<file path="src/rtl/reg_seq_pkg.sv">
// reg_seq_pkg: shared encodings for the register-file/ALU sequencing controller
package reg_seq_pkg;

  typedef enum logic [3:0] {
    OP_LOAD = 4'h0,
    OP_MOV  = 4'h1,
    OP_ADD  = 4'h2,
    OP_SUB  = 4'h3,
    OP_AND  = 4'h4,
    OP_OR   = 4'h5,
    OP_XOR  = 4'h6,
    OP_NOT  = 4'h7
  } opcode_e;

  typedef enum logic [1:0] {
    S_IDLE,
    S_T1,
    S_T2,
    S_T3
  } state_e;

  typedef enum logic [1:0] {
    CL_LOAD,
    CL_MOV,
    CL_ALU,
    CL_ILL
  } op_class_e;

  localparam logic [2:0] ALU_ADD = 3'd0;
  localparam logic [2:0] ALU_SUB = 3'd1;
  localparam logic [2:0] ALU_AND = 3'd2;
  localparam logic [2:0] ALU_OR  = 3'd3;
  localparam logic [2:0] ALU_XOR = 3'd4;
  localparam logic [2:0] ALU_NOT = 3'd5;

  localparam logic [1:0] WSEL_IMM = 2'd0;
  localparam logic [1:0] WSEL_Q0  = 2'd1;
  localparam logic [1:0] WSEL_G   = 2'd2;

  localparam int OP_LSB = 6;
  localparam int OP_W   = 4;
  localparam int RX_LSB = 4;
  localparam int RY_LSB = 2;

endpackage

</file>
<file path="src/rtl/instr_decode.sv">
// instr_decode: classifies the held instruction and extracts its register fields
module instr_decode
  import reg_seq_pkg::*;
#(
  parameter int DW = 10,
  parameter int AW = 2
) (
  input  logic [DW-1:0] ir,
  output op_class_e     op_class,
  output logic [2:0]    alu_op,
  output logic          uses_ry,
  output logic [AW-1:0] rx,
  output logic [AW-1:0] ry
);

  logic [OP_W-1:0] opc;
  logic            unused_bits;

  assign opc         = ir[OP_LSB +: OP_W];
  assign rx          = ir[RX_LSB +: AW];
  assign ry          = ir[RY_LSB +: AW];
  assign unused_bits = ^ir[RY_LSB-1:0];

  // ALU opcodes 2..7 map onto ALU_OP 0..5 in the same order
  always_comb begin
    op_class = opc[3] ? CL_ILL : (opc == OP_LOAD) ? CL_LOAD : (opc == OP_MOV) ? CL_MOV : CL_ALU;
    alu_op   = (op_class == CL_ALU) ? opc[2:0] - 3'd2 : ALU_ADD;
    uses_ry  = (op_class == CL_MOV) || (op_class == CL_ALU && opc != OP_NOT);
  end

endmodule

</file>
<file path="src/rtl/reg_seq_ctrl.sv">
// reg_seq_ctrl: multi-cycle controller sequencing a 4-entry register file and ALU
module reg_seq_ctrl
  import reg_seq_pkg::*;
#(
  parameter int DW = 10,
  parameter int AW = 2
) (
  input  logic          CLKb,
  input  logic          RSTb,
  input  logic [DW-1:0] INSTR,
  input  logic [DW-1:0] DIN,
  input  logic          IVALID,
  output logic          IREADY,
  output logic          ENW,
  output logic [AW-1:0] WRA,
  output logic          ENR0,
  output logic [AW-1:0] RDA0,
  output logic          ENR1,
  output logic [AW-1:0] RDA1,
  output logic [2:0]    ALU_OP,
  output logic          LD_A,
  output logic          LD_G,
  output logic [1:0]    WSEL,
  output logic [DW-1:0] IMM,
  output logic          DONE,
  output logic          ILLEGAL
);

  state_e          state_q, state_d;
  logic [DW-1:0]   ir_q, ir_d;
  logic [DW-1:0]   imm_q, imm_d;
  op_class_e       op_class;
  logic [2:0]      alu_op;
  logic            uses_ry;
  logic [AW-1:0]   rx, ry;

  instr_decode #(.DW(DW), .AW(AW)) u_dec (
    .ir       (ir_q),
    .op_class (op_class),
    .alu_op   (alu_op),
    .uses_ry  (uses_ry),
    .rx       (rx),
    .ry       (ry)
  );

  assign IMM = imm_q;

  // state, instruction and immediate registers; reset aborts any instruction in flight
  always_ff @(posedge CLKb) begin
    if (!RSTb) begin
      state_q <= S_IDLE;
      ir_q    <= '0;
      imm_q   <= '0;
    end else begin
      state_q <= state_d;
      ir_q    <= ir_d;
      imm_q   <= imm_d;
    end
  end

  // next state and datapath controls, decoded from registered state and IR only
  always_comb begin
    state_d = state_q;
    ir_d    = ir_q;
    imm_d   = imm_q;
    IREADY  = 1'b0;
    ENW     = 1'b0;
    WRA     = '0;
    ENR0    = 1'b0;
    RDA0    = '0;
    ENR1    = 1'b0;
    RDA1    = '0;
    ALU_OP  = ALU_ADD;
    LD_A    = 1'b0;
    LD_G    = 1'b0;
    WSEL    = WSEL_IMM;
    DONE    = 1'b0;
    ILLEGAL = 1'b0;
    case (state_q)
      S_IDLE: begin
        IREADY = 1'b1;
        if (IVALID) begin
          state_d = S_T1;
          ir_d    = INSTR;
          imm_d   = DIN;
        end
      end
      S_T1: begin
        state_d = (op_class == CL_ALU) ? S_T2 : S_IDLE;
        case (op_class)
          CL_LOAD: begin
            ENW  = 1'b1;
            WRA  = rx;
            WSEL = WSEL_IMM;
            DONE = 1'b1;
          end
          CL_MOV: begin
            ENR0 = 1'b1;
            RDA0 = ry;
            ENW  = 1'b1;
            WRA  = rx;
            WSEL = WSEL_Q0;
            DONE = 1'b1;
          end
          CL_ALU: begin
            ENR0 = 1'b1;
            RDA0 = rx;
            LD_A = 1'b1;
          end
          CL_ILL: ILLEGAL = 1'b1;
        endcase
      end
      S_T2: begin
        state_d = S_T3;
        ALU_OP  = alu_op;
        LD_G    = 1'b1;
        ENR1    = uses_ry;
        RDA1    = uses_ry ? ry : '0;
      end
      S_T3: begin
        state_d = S_IDLE;
        ENW     = 1'b1;
        WRA     = rx;
        WSEL    = WSEL_G;
        DONE    = 1'b1;
      end
    endcase
  end

endmodule

</file>
<file path="config.mk">
export PLATFORM = sky130hd
export DESIGN_NAME = reg_seq_ctrl
export DESIGN_NICKNAME = d
export VERILOG_FILES = /design/src/rtl/reg_seq_pkg.sv /design/src/rtl/instr_decode.sv /design/src/rtl/reg_seq_ctrl.sv
export SDC_FILE = /design/constraint.sdc
export NUM_CORES = 1
export LEC_CHECK = 0
export CAP_MARGIN = 20
export CORE_MARGIN = 2
export CORE_UTILIZATION = 35
export DETAILED_ROUTE_END_ITERATION = 12
export PLACE_DENSITY = 0.8
export SLEW_MARGIN = 20
export SYNTH_ARGS = -nofsm -noshare
export SYNTH_HDL_FRONTEND = slang
export SYNTH_SLANG_ARGS = --single-unit
</file>
<file path="constraint.sdc">
create_clock -name CLKb -period 1.99 [get_ports CLKb]
set_clock_uncertainty 0.15 [all_clocks]
set_input_delay 0.398 -clock CLKb [delete_from_list [all_inputs] [get_ports CLKb]]
set_output_delay 0.398 -clock CLKb [all_outputs]
set_load 0.02 [all_outputs]
</file>
==> impl_metrics.xml, run 1 <==
<?xml version="1.0" encoding="UTF-8"?>
<metrics>
  <group name="status">
    <metric name="outcome" unit="">complete, but fails checks</metric>
    <metric name="failed_checks" unit="">setup timing</metric>
  </group>
  <group name="synth">
    <metric name="synth_top_area_share" unit="%">37.0</metric>
    <metric name="seq_area_frac_synth" unit="%">37.0</metric>
    <metric name="yosys_warnings" unit="">0</metric>
    <metric name="synth.lib_cells_used.distinct" unit="">26</metric>
    <metric name="synth_fp_nets" unit="">155</metric>
    <metric name="postSynthRegisterBits" unit="">20</metric>
    <metric name="synth_async_sr_flop_share" unit="%">0</metric>
    <metric name="post_synth_instance_area" unit="µm²">1080</metric>
    <metric name="ys_top_cells_by_area" unit="">dfxtp_1, mux2i_1, nand2_1, ha_1, and2_1</metric>
    <metric name="synth.largest_area_cell" unit="">dfxtp_1</metric>
    <metric name="synth_area_per_cell" unit="µm²">8.47</metric>
    <metric name="postSynthCellCount" unit="">128</metric>
    <metric name="synth_ff_type" unit="">dfxtp_1</metric>
    <metric name="synth_edf_count" unit="">0</metric>
  </group>
  <group name="timing">
    <metric name="tightestPinTransition" unit="ns">0.247</metric>
    <metric name="setup_slack" unit="ns">-0.446</metric>
    <metric name="maxSlewHeadroom" unit="%">83.5</metric>
    <metric name="layout_min_cycle_time" unit="ns">2.44</metric>
    <metric name="final.hold.worst_slack" unit="ns">0.322</metric>
    <metric name="period_share" unit="%">122</metric>
    <metric name="report.final.setup_viol" unit="">17</metric>
    <metric name="clock.fmax" unit="MHz">410</metric>
    <metric name="timing.final.hold_violations" unit="">0</metric>
    <metric name="rsz_0062_raised_after_global_routing" unit="">yes</metric>
    <metric name="slew_viol_final" unit="">0</metric>
  </group>
  <group name="power_and_ir_drop">
    <metric name="static-leakage-power" unit="nW">0.863</metric>
    <metric name="pwr_total" unit="W">0.00119</metric>
    <metric name="share_clk_of_total_power" unit="%">27.4</metric>
    <metric name="p_int" unit="W">0.000857</metric>
    <metric name="power_density" unit="nW/µm²">603</metric>
    <metric name="power.net_switching" unit="W">0.000336</metric>
    <metric name="irDropWorstVdd" unit="mV">0.535</metric>
    <metric name="p_sw_share" unit="%">28.2</metric>
    <metric name="seqPwrFrac" unit="%">38.4</metric>
    <metric name="share_of_total_power_in_combinational_logic" unit="%">34.2</metric>
  </group>
  <group name="worst_setup_path">
    <metric name="critPathMaxFanout" unit="">3</metric>
    <metric name="worst-setup-path-type" unit="">reg -&gt; out</metric>
    <metric name="crit_path_end_kind" unit="">output pin</metric>
    <metric name="worstPathRequired" unit="ns">1.44</metric>
    <metric name="critPathLaunchType" unit="">flip-flop</metric>
    <metric name="cp_data_arrival_time" unit="ns">1.89</metric>
  </group>
  <group name="floorplan">
    <metric name="num_rows" unit="">20</metric>
    <metric name="floorplan.initialDensity" unit="%">36.1</metric>
    <metric name="chipHeight" unit="µm">59.6</metric>
    <metric name="die-area" unit="µm²">3560</metric>
    <metric name="die_width" unit="µm">59.6</metric>
    <metric name="design.portCount" unit="">52</metric>
    <metric name="core-area" unit="µm²">3000</metric>
  </group>
  <group name="place">
    <metric name="gp_congestion" unit="">0.931</metric>
    <metric name="numPortBuffers" unit="">49</metric>
    <metric name="detailedPlace.worstSlack" unit="ns">-0.458</metric>
    <metric name="place.detailed.hpwl" unit="µm">2240</metric>
  </group>
  <group name="layout">
    <metric name="multi_input_area" unit="µm²">731</metric>
    <metric name="seqCellArea" unit="µm²">412</metric>
    <metric name="layout-drive-gt1-share" unit="%">37.2</metric>
    <metric name="layout.core_utilization" unit="%">65.9</metric>
    <metric name="area_delta_synth_final" unit="%">82.6</metric>
    <metric name="layout.filler_cells" unit="">243</metric>
    <metric name="diodes" unit="">0</metric>
    <metric name="nets" unit="">224</metric>
  </group>
  <group name="cts">
    <metric name="clock-root-buffer" unit="">clkbuf_4</metric>
    <metric name="clk_pin_slew_worst_paths" unit="ns">0.13</metric>
    <metric name="tritoncts" unit="">yes</metric>
    <metric name="cts_inserted_buffers" unit="">3</metric>
    <metric name="tritoncts_num_sinks" unit="">20</metric>
    <metric name="cts_buffer_depth" unit="">2</metric>
    <metric name="insertion_delay_of_the_later_clocked_pin_in_the_worst_skew_pair" unit="ns">0.30</metric>
    <metric name="cts_max_level" unit="">1</metric>
  </group>
  <group name="global_routing">
    <metric name="grt_start_max_net_pins" unit="">21</metric>
    <metric name="grt_first_pass_wirelength" unit="µm">5310</metric>
    <metric name="overflow_left_after_global_routing" unit="">0</metric>
    <metric name="first_global_vias" unit="">1185</metric>
    <metric name="initial_antenna_violation_count" unit="">0</metric>
    <metric name="grt_util_all_layers" unit="%">19.8</metric>
  </group>
  <group name="routing">
    <metric name="post_drt_via_cell_ratio" unit="">5.07</metric>
    <metric name="antenna_left" unit="">0</metric>
    <metric name="route.final.wire_length" unit="µm">3500</metric>
    <metric name="drt_iter0_drc" unit="">38</metric>
    <metric name="route.detailed.wl_per_inst" unit="µm">15.3</metric>
    <metric name="route.vias.total" unit="">1161</metric>
    <metric name="dr.pass1.iters" unit="">4</metric>
    <metric name="post-route-drc-count" unit="">0</metric>
  </group>
  <group name="worst_hold_path">
    <metric name="min-delay-path-class" unit="">reg -&gt; reg</metric>
  </group>
  <group name="run">
    <metric name="max-cap-violations" unit="">0</metric>
  </group>
</metrics>
sequential cells by signal (all words and copies together), names as in the netlist, named ones only:
register  cells
state_q       1
ir_q          8
IMM          10
power groups by stage:
| stage | combinational (W) | sequential, W | clock [W] |
|---|---|---|---|
| global placement | 0.000308 | 0.000459 | 0 |
| detailed placement | 0.000320 | 0.000462 | 0 |
| CTS | 0.000372 | 0.000455 | 0.000337 |
| floorplan | 0.000157 | 0.000477 | 0 |
| global route | 0.000433 | 0.000461 | 0.000353 |
| finish | 0.000408 | 0.000458 | 0.000327 |
per-stage QoR:
step	instances	setup TNS, ns	instance area, µm²
2_1_floorplan	128	-0.0191	1110
3_3_place_gp	215	-5.12	1690
3_5_place_dp	215	-5.95	1690
4_1_cts	228	-4.48	1870
5_1_grt	229	-6.48	1980
6_report	229	-5.36	1980
cell type report:
class,instances,share of cell area (%)
Sequential cell,20,20.8
Clock inverter,1,1.52
Tap cell,33,2.09
Timing Repair Buffer,73,36.4
Multi-Input combinational cell,94,36.9
Inverter,5,1.08
Clock buffer,3,1.14
routing by layer:
layer / part of all wire (%) / GRT usage, % / up-vias
met3: 7.0 / 3.93 / 6
met5: 0 / 0 / -
li1: - / - / 555
met2: 56 / 39.4 / 49
met1: 35 / 18.9 / 551
met4: 1.6 / 8.89 / 0
repair_timing:
action,4_1_cts,5_1_grt
pin swaps,7,3
gates resized for setup,107,24
hold buffers,0,0
setup buffers,9,1
setup endpoints to repair,19,18
cells by family after synthesis:
kind of cell | Yosys count | share of synthesized area, %
AO/OA/AOI/OAI | 9 | 5.31
XOR/XNOR | 1 | 0.808
adder cells (fa/ha/maj) | 4 | 4.62
buffers and inverters | 14 | 8.66
flip-flops | 20 | 37.0
multiplexers | 18 | 16.6
AND/OR/NAND/NOR | 62 | 27.0
path summary, 6_finish.rpt:
check / from / end / slack (ns) / depth (start not counted)
worst max-delay path: ir_q[7] / RDA0[0] / -0.45 / 5
worst min register to register: IMM[2] / IMM[2] / 0.32 / 2
worst min-delay path: IMM[2] / IMM[2] / 0.32 / 2
worst max register to register: ir_q[9] / flip-flop / -0.27 / 14
cell usage after synthesis (2+ instances only):
library cell  instances
ha_1                  4
buf_6                 2
nand3b_1              3
nand4b_1              2
dfxtp_1              20
o22ai_1               2
nand2_1              40
inv_1                 5
mux2i_1              18
a21oi_1               4
and2_1                5
nor2_1                5
buf_2                 5
worst max-delay path: stages (launching register included):
cell and delay (ns):
dfxtp_4 0.37, or3_4 0.42, ha_4 0.28, nand3b_1 0.19
a21oi_2 0.20, buf_6 0.14
cells in the final DEF, fill, tap and decap left out, types with 2 or more instances in the layout:
cell type	Yosys	routed
nand2_1	40	39
clkbuf_4	0	3
dfxtp_1	20	15
dlygate4sd2_1	0	2
buf_6	2	18
dfxtp_2	0	3
clkdlybuf4s50_1	0	30
inv_1	5	4
buf_12	1	2
nor2_4	0	2
ha_4	0	4
a21oi_2	0	3
dfxtp_4	0	2
buf_4	1	20
mux2i_1	18	18
nand3b_1	3	3
and2_4	0	4
nor2_1	5	2
nand4b_1	2	2
No activity file was read; power rests on OpenSTA's default activity.
==> run 2: changes to the inputs <==
GPL_TIMING_DRIVEN = 1   (was default)
SLEW_MARGIN = 5   (was 20)
clock period = 2.8 ns   (was 1.99 ns; I/O delays follow)
==> run 2 against run 1 <==
The flow now finishes without violations. Non-clock buffer count is 22 lower. Critical path type unchanged. Design area is 19% lower. Routed wire length is 30% lower.
==> impl_metrics.xml, run 2 (synthesis gave the netlist of run 1 again) <==
<?xml version="1.0" encoding="UTF-8"?>
<metrics>
  <group name="status">
    <metric name="outcome" unit="">finished, final reports clean</metric>
  </group>
  <group name="worst_setup_path">
    <metric name="cp_slowest_stage_delay" unit="ns">0.43</metric>
    <metric name="worst-setup-path-type" unit="">reg -&gt; out</metric>
    <metric name="worstPathCellList" unit="">or3_1, ha_1, nand3b_1, a21oi_1, dlygate4sd2_1</metric>
    <metric name="cp_slowest_cell" unit="">or3_1</metric>
    <metric name="critPathMaxFanout" unit="">5</metric>
    <metric name="crit_family" unit="">simple AND/OR/NAND/NOR gates</metric>
    <metric name="worstPathRequired" unit="ns">2.09</metric>
    <metric name="cp_data_arrival_time" unit="ns">1.99</metric>
    <metric name="crit_path_end_kind" unit="">output pin</metric>
    <metric name="timing.critical_path.buf_inv" unit="">1</metric>
    <metric name="critPathLaunchType" unit="">flip-flop</metric>
  </group>
  <group name="timing">
    <metric name="setup_total_negative_slack" unit="ns">0</metric>
    <metric name="clock.fmax" unit="MHz">371</metric>
    <metric name="slew_viol_final" unit="">0</metric>
    <metric name="timing.final.hold_violations" unit="">0</metric>
    <metric name="maxSlewHeadroom" unit="%">70.9</metric>
    <metric name="period_share" unit="%">96.3</metric>
    <metric name="rsz_0062_raised_after_global_routing" unit="">no</metric>
    <metric name="tightestPinTransition" unit="ns">0.435</metric>
    <metric name="report.final.setup_viol" unit="">0</metric>
    <metric name="layout_min_cycle_time" unit="ns">2.70</metric>
  </group>
  <group name="routing">
    <metric name="antenna_left" unit="">0</metric>
    <metric name="route.final.wire_length" unit="µm">2470</metric>
    <metric name="dr.pass1.iters" unit="">4</metric>
    <metric name="drt_iter0_drc" unit="">38</metric>
    <metric name="post-route-drc-count" unit="">0</metric>
    <metric name="route.detailed.wl_per_inst" unit="µm">11.9</metric>
    <metric name="route.vias.total" unit="">994</metric>
    <metric name="post_drt_via_cell_ratio" unit="">4.80</metric>
  </group>
  <group name="cts">
    <metric name="clock-root-buffer" unit="">clkbuf_4</metric>
    <metric name="cts_max_level" unit="">1</metric>
    <metric name="clk_pin_slew_worst_paths" unit="ns">0.12</metric>
    <metric name="tritoncts_num_sinks" unit="">20</metric>
    <metric name="insertion_delay_of_the_later_clocked_pin_in_the_worst_skew_pair" unit="ns">0.30</metric>
    <metric name="cts_buffer_depth" unit="">2</metric>
    <metric name="cts_inserted_buffers" unit="">3</metric>
    <metric name="tritoncts" unit="">yes</metric>
    <metric name="post_cts.repair.setup_buffers" unit="">0</metric>
  </group>
  <group name="layout">
    <metric name="area_delta_synth_final" unit="%">47.6</metric>
    <metric name="stdcell_count" unit="">207</metric>
    <metric name="largest_register_ffs" unit="">10</metric>
    <metric name="layout-drive-gt1-share" unit="%">7.47</metric>
    <metric name="final_cell_mix" unit="">nand2_1, clkdlybuf4s50_1, dfxtp_1, mux2i_1, dlygate4sd2_1</metric>
    <metric name="layout.core_utilization" unit="%">53.3</metric>
    <metric name="mostFrequentLayoutCell" unit="">nand2_1</metric>
    <metric name="diodes" unit="">0</metric>
    <metric name="nets" unit="">202</metric>
  </group>
  <group name="global_routing">
    <metric name="grt_util_all_layers" unit="%">13.7</metric>
    <metric name="grt_start_max_net_pins" unit="">29</metric>
    <metric name="grt_first_pass_wirelength" unit="µm">3730</metric>
    <metric name="first_global_vias" unit="">840</metric>
    <metric name="initial_antenna_violation_count" unit="">0</metric>
    <metric name="overflow_left_after_global_routing" unit="">0</metric>
  </group>
  <group name="floorplan">
    <metric name="chipHeight" unit="µm">59.6</metric>
    <metric name="die-area" unit="µm²">3560</metric>
    <metric name="die_width" unit="µm">59.6</metric>
    <metric name="core-area" unit="µm²">3000</metric>
    <metric name="floorplan.initialDensity" unit="%">36.1</metric>
    <metric name="num_rows" unit="">20</metric>
    <metric name="design.portCount" unit="">52</metric>
  </group>
  <group name="power_and_ir_drop">
    <metric name="irDropWorstVdd" unit="mV">0.232</metric>
    <metric name="static-leakage-power" unit="nW">0.745</metric>
    <metric name="power_density" unit="nW/µm²">469</metric>
    <metric name="pwr_total" unit="W">0.000750</metric>
  </group>
  <group name="place">
    <metric name="place.detailed.hpwl" unit="µm">1870</metric>
    <metric name="numPortBuffers" unit="">49</metric>
    <metric name="gp_congestion" unit="">0.825</metric>
    <metric name="post-place-cells" unit="">203</metric>
  </group>
  <group name="run">
    <metric name="max-cap-violations" unit="">0</metric>
  </group>
  <group name="worst_hold_path">
    <metric name="min-delay-path-class" unit="">reg -&gt; reg</metric>
  </group>
</metrics>
## run 2: final cells by class
type	instances	area [µm²]
Inverter	5	18.8
Tap cell	33	41.3
Sequential cell	20	400
Multi-Input combinational cell	94	604
Fill cell	286	1400
Clock buffer	3	22.5
Clock inverter	1	30.0
Timing Repair Buffer	51	482
## run 2: worst paths after layout
check | from | endpoint | slack [ns] | depth (start not counted)
setup / recovery | ir_q[8] | RDA0[0] | 0.10 | 5
hold / removal | IMM[5] | IMM[5] | 0.32 | 2
setup reg to reg | ir_q[8] | flip-flop | 1.32 | 4
hold reg to reg | IMM[5] | IMM[5] | 0.32 | 2
## run 2: where the power goes
group	internal [W]	leakage, nW	total [W]	switching [W]
logic	0.0000942	0.553	0.000185	0.0000907
registers	0.000306	0.165	0.000327	0.0000209
clock network	0.000145	0.0279	0.000239	0.0000943
## run 2: metal layers
| layer | GRT usage [%] | up-vias | wire, µm |
|---|---|---|---|
| met3 | 1.09 | 4 | 88 |
| met4 | 7.62 | 0 | 52 |
| met1 | 17.9 | 454 | 1150 |
| met2 | 21.9 | 21 | 1180 |
| li1 | - | 515 | - |
| met5 | 0 | - | 0 |
## run 2: what timing repair did
item                       CTS  global route
gates resized for setup     18             8
hold buffers                 0             0
setup endpoints to repair   15             7
## run 2: worst min-delay path: stages (launching register included)
cell and delay [ns]:
dfxtp_1 0.33, nand2_1 0.05, mux2i_1 0.05
## run 2: stage by stage
step / hold WS (ns) / setup WS (ns) / cell area (µm²)
after floorplan: 0.293 / 0.512 / 1080
after global routing: 0.348 / 0.00625 / 1600
after detailed placement: 0.304 / 0.0301 / 1560
final: 0.320 / 0.102 / 1600
after global placement: 0.294 / 0.107 / 1560
after CTS: 0.323 / 0.00380 / 1600
